<file path="src/rtl/minterm_479_detector_if.sv">
// Sample/result bundle for the f = sum m(4,7,9) detector: BCD nibble in, decode results out.
interface minterm_479_detector_if #(
  parameter int unsigned CNT_W = 8
);
  logic             en;
  logic             a;
  logic             b;
  logic             c;
  logic             d;
  logic             out;
  logic [9:0]       dec_n;
  logic             invalid;
  logic [CNT_W-1:0] hit_cnt;

  modport master (
    output en, a, b, c, d,
    input  out, dec_n, invalid, hit_cnt
  );

  modport slave (
    input  en, a, b, c, d,
    output out, dec_n, invalid, hit_cnt
  );
endinterface

</file>
<file path="src/rtl/minterm_479_detector.sv">
// Registered 4/7/9 detector with 7442-style active-low one-of-ten decode,
// invalid-code flag and saturating hit counter.
module minterm_479_detector #(
  parameter int unsigned CNT_W = 8
) (
  input logic                  clk,
  input logic                  rst,
  minterm_479_detector_if.slave bus
);

  localparam int unsigned CODE_W = 4;
  localparam int unsigned DEC_W  = 10;
  localparam logic [CNT_W-1:0] CNT_MAX = '1;

  logic [CODE_W-1:0] v_c;
  logic              f_c;
  logic [DEC_W-1:0]  dec_n_c;
  logic              invalid_c;

  logic              out_q;
  logic [DEC_W-1:0]  dec_n_q;
  logic              invalid_q;
  logic [CNT_W-1:0]  hit_cnt_q;

  // Next-sample decode of the incoming nibble
  always_comb begin
    v_c       = {bus.a, bus.b, bus.c, bus.d};
    f_c       = 1'b0;
    dec_n_c   = '1;
    invalid_c = (v_c >= CODE_W'(10));
    case (v_c)
      CODE_W'(4), CODE_W'(7), CODE_W'(9): f_c = 1'b1;
      default:                            f_c = 1'b0;
    endcase
    for (int unsigned k = 0; k < DEC_W; k++) begin
      if (v_c == CODE_W'(k)) dec_n_c[k] = 1'b0;
    end
  end

  // Output registers; reset wins over enable, counter sticks at its maximum
  always_ff @(posedge clk) begin
    if (rst) begin
      out_q     <= 1'b0;
      dec_n_q   <= '1;
      invalid_q <= 1'b0;
      hit_cnt_q <= '0;
    end else if (bus.en) begin
      out_q     <= f_c;
      dec_n_q   <= dec_n_c;
      invalid_q <= invalid_c;
      if (f_c && (hit_cnt_q != CNT_MAX)) begin
        hit_cnt_q <= hit_cnt_q + CNT_W'(1);
      end
    end
  end

  assign bus.out     = out_q;
  assign bus.dec_n   = dec_n_q;
  assign bus.invalid = invalid_q;
  assign bus.hit_cnt = hit_cnt_q;

endmodule

</file>
<file path="src/flat_wrapper.sv">
// flat-port wrapper written by rule: the top's interface ports become plain ports
module minterm_479_detector_flat 
#(
  parameter int unsigned CNT_W = 8
)
  (clk, rst, bus_en, bus_a, bus_b, bus_c, bus_d, bus_out, bus_dec_n, bus_invalid, bus_hit_cnt);
  minterm_479_detector_if #(.CNT_W(CNT_W)) bus_i ();
  input logic clk;
  input logic rst;
  input wire logic [$bits(bus_i.en)-1:0] bus_en;
  input wire logic [$bits(bus_i.a)-1:0] bus_a;
  input wire logic [$bits(bus_i.b)-1:0] bus_b;
  input wire logic [$bits(bus_i.c)-1:0] bus_c;
  input wire logic [$bits(bus_i.d)-1:0] bus_d;
  output wire logic [$bits(bus_i.out)-1:0] bus_out;
  output wire logic [$bits(bus_i.dec_n)-1:0] bus_dec_n;
  output wire logic [$bits(bus_i.invalid)-1:0] bus_invalid;
  output wire logic [$bits(bus_i.hit_cnt)-1:0] bus_hit_cnt;
  assign bus_i.en = bus_en;
  assign bus_i.a = bus_a;
  assign bus_i.b = bus_b;
  assign bus_i.c = bus_c;
  assign bus_i.d = bus_d;
  assign bus_out = bus_i.out;
  assign bus_dec_n = bus_i.dec_n;
  assign bus_invalid = bus_i.invalid;
  assign bus_hit_cnt = bus_i.hit_cnt;
  minterm_479_detector #(.CNT_W(CNT_W)) u_core (.clk(clk), .rst(rst), .bus(bus_i));
endmodule
</file>
<file path="config.mk">
export PLATFORM = sky130hd
export DESIGN_NAME = minterm_479_detector_flat
export DESIGN_NICKNAME = d
export VERILOG_FILES = /design/src/rtl/minterm_479_detector_if.sv /design/src/rtl/minterm_479_detector.sv /design/src/flat_wrapper.sv
export SDC_FILE = /design/constraint.sdc
export NUM_CORES = 1
export LEC_CHECK = 0
export ABC_AREA = 1
export CAP_MARGIN = 25
export CORE_MARGIN = 5
export CORE_UTILIZATION = 47
export CTS_CLUSTER_SIZE = 14
export DETAILED_ROUTE_END_ITERATION = 8
export MAX_ROUTING_LAYER = met4
export PLACE_DENSITY = 0.78
export SLEW_MARGIN = 20
export SYNTH_ARGS = -nofsm -noshare
export SYNTH_HDL_FRONTEND = slang
export SYNTH_SLANG_ARGS = --single-unit
</file>
<file path="constraint.sdc">
create_clock -name clk -period 1.3 [get_ports clk]
set_input_delay 0.195 -clock clk [delete_from_list [all_inputs] [get_ports clk]]
set_output_delay 0.195 -clock clk [all_outputs]
set_load 0.01 [all_outputs]
</file>
==> impl_results.md, run 1 <==
- Setup-failing EPs final: 0
- Vias per inst: between 5 and 6
- Setup Fix Bufs, Post-CTS: 0
- CP Max Fanout: 4
- GRT Total Usage: between 10% and 20%
- Router iterations before antenna repair: 4
- Pwr Total: between 1 and 1.5 mW
- Worst skew pair latency: around 0.29 ns
- Num CTS Buffers: 3
- Initial DRC Count: 14
- Leading area contributor after synthesis: dfxtp_1
- Site Rows: 17
- Final HPWL from detailed placement: roughly 1800 um
- Final WL: between 2000 and 2500 um
- Pin count of the biggest net entering global routing: 13
- Final Hold Fails: 0
- Kind of critical path: flop to primary output
- Max-cap violation count: 0
- HP Class: primary input to flop
- Core Region: approximately 2100 um2
- Final Wtd Congestion: between 0.9 and 1
- Routed length per instance: about 11 um
- Syn Area/Cell: between 6 and 7 um2
- Initial Util: 48.0%
- N_diodes: 0
- Crit path cell chain: buf_4 > dlygate4sd2_1
- Slew HR: around 82%
- Placed cell areas: approximately 1400 um2
- Initial antenna violation count: 0
- ANT nets after route: 0
- VDD IR max: between 600 and 700 uV
- Yosys top cell area share: around two fifths
- Gr ovfl total: 0
- Sequential-to-total area share from yosys stat: approximately two fifths
- Area growth syn-to-layout: 40.0%
- Synth Instances: approximately 150
- Critical Path AT: about 1.1 ns
- Root Buffer: clkbuf_4
- # clock sinks: 20
- Pwr/cell area: between 800 and 900 nW/um2
- Synth top area cells: dfxtp_1 (39%), nand2_1 (16%), inv_1 (6.2%)
- Final nets: 196
- Post-Syn Nets: roughly 160
- Die area: ~3200 um2
- Crit path launch type: flop
- Warnings, synthesis: 0
- Outcome: completed
- Level count of the clock H-tree: 1
- Vias in the first global route: ~1100
- Synth unique cells: 23
- Finished Cell Area: 1440 um2
- Vias after detailed routing: 1085
- Clock slew at reported path FFs: roughly 0.11 ns
- Fraction of layout cells with a size suffix above 1: between 10% and 20%
- Critical Path RT: between 1 and 1.5 ns
- IO Port Bufs: 26
- First-pass GRT wire length: 4200 um
- CTS tree: yes
- # placed instances: between 200 and 250
- CTS Buffer Depth: 2
- Minimum clock period after layout: 1.25 ns
- Final period util: about 96%
- Critical-path cell with the highest stage delay: dfxtp_2
- Crit. End Element: primary output
- Fillers: between 150 and 200
- I/O pin count: 27
- Family with the most delay on the worst path: buffers and inverters
- Actual transition at the worst max-transition pin: 0.275 ns
- Slowest cell delay on critical path: 0.35 ns
- Synthesized cell area: between 1000 and 1500 um2
- Leading cell type in the layout, fill and taps excluded: nand2_1
- Die span in y: 56.8 um
- Leakage: between 0.6 and 0.7 nW
- Fmax achieved: approximately 800 MHz
- DIE WIDTH: roughly 57 um
- Most frequent cells in the layout: nand2_1 (45), dlygate4sd2_1 (20), inv_1 (17)
- DR DRC count: 0
- Layout Skew: ~0.00052 ns
- Max Slew Vio Count: 0
- Bufs and invs on worst path: 2
- Yosys reg bits: 20
- Final Instance Count excl. Fillers: 215
==> cell families after synthesis <==
group	Yosys count	synth area share [%]
xor+xnor	2	1.70
fa+ha+maj	1	1.21
compound gates	20	10.3
simple gates	83	37.7
flops	20	38.8
buf+inv	25	10.2
==> final cells by class <==
class                      count  area (um2)  area share [%]
multi-input combinational    107         558            38.6
clock buffer                   4        36.3            2.51
sequential                    20         410            28.4
inverter                      21        78.8            5.46
timing repair buffer          35         325            22.5
tap                           28        35.0            2.43
==> cell usage after synthesis <==
master	count
nand2_1	45
dfxtp_1	20
inv_1	17
nor2_1	15
a21oi_1	10
o21ai_0	8
nand4_1	6
nand3_1	5
nand2_2	4
nor2_2	4
clkbuf_1	2
clkinv_1	2
inv_2	2
nand3_4	2
a211o_1	1
buf_2	1
clkbuf_8	1
ha_1	1
nor2_4	1
nor3_1	1
o31ai_1	1
xnor2_1	1
xor2_1	1
==> where the power goes <==
group	switching, mW	internal, mW
logic	0.135	0.110
registers	0.0225	0.645
clock network	0.177	0.170
total	0.335	0.925
==> final timing paths <==
kind                          from                    end  slack [ns]  cells after the start
max          u_core.bus.hit_cnt[0]         bus_hit_cnt[0]        0.05                      2
min                          bus_d    u_core.bus.dec_n[0]        0.23                      3
max reg2reg  u_core.bus.hit_cnt[0]  u_core.bus.hit_cnt[6]        0.07                      7
min reg2reg    u_core.bus.dec_n[4]    u_core.bus.dec_n[4]        0.48                      2
==> tightest hold or removal path: cells and delay by family <==
family	cells	cell delay, ns
and+or+nand+nor	1	0.05
AOI/OAI and AO/OA	1	0.10
buffers and inverters	1	0.15
==> what timing repair did <==
action | CTS | global route
hold buffers | 0 | 0
pin swaps | 0 | 2
gates cloned | 0 | 1
gates resized for setup | 25 | 10
setup endpoints to repair | 21 | 8
==> registers in the layout, summed over array words and instances (netlist names) <==
name / count
u_core.bus.out: 1
u_core.bus.dec_n: 10
u_core.bus.invalid: 1
u_core.bus.hit_cnt: 8
==> metrics by stage <==
step	setup WS (ns)	util [%]	hold WS, ns	TNS [ns]
3_3_place_gp	-0.207	64.4	0.451	-1.72
4_1_cts	0.00495	65.2	0.480	0
3_5_place_dp	-0.291	64.4	0.458	-2.47
2_1_floorplan	0.0314	-	0.318	0
5_1_grt	-0.00724	67.2	0.243	-0.0180
6_report	0.0521	67.2	0.227	0
==> metal layers <==
| layer | up-vias | GRT usage (%) | part of all wire [%] |
|---|---|---|---|
| met5 | - | - | 0 |
| met4 | 0 | 5.30 | 0.42 |
| met3 | 2 | 2.99 | 4.8 |
| met2 | 21 | 28.7 | 52 |
| met1 | 513 | 17.8 | 43 |
| li1 | 549 | - | - |
(Power assumes the default switching activity.)
==> run 2: changes to the inputs <==
CAP_MARGIN = not set   (was 25)
==> results of run 2 <==
The final DEF is identical to that of run 1; final timing and power are the same.
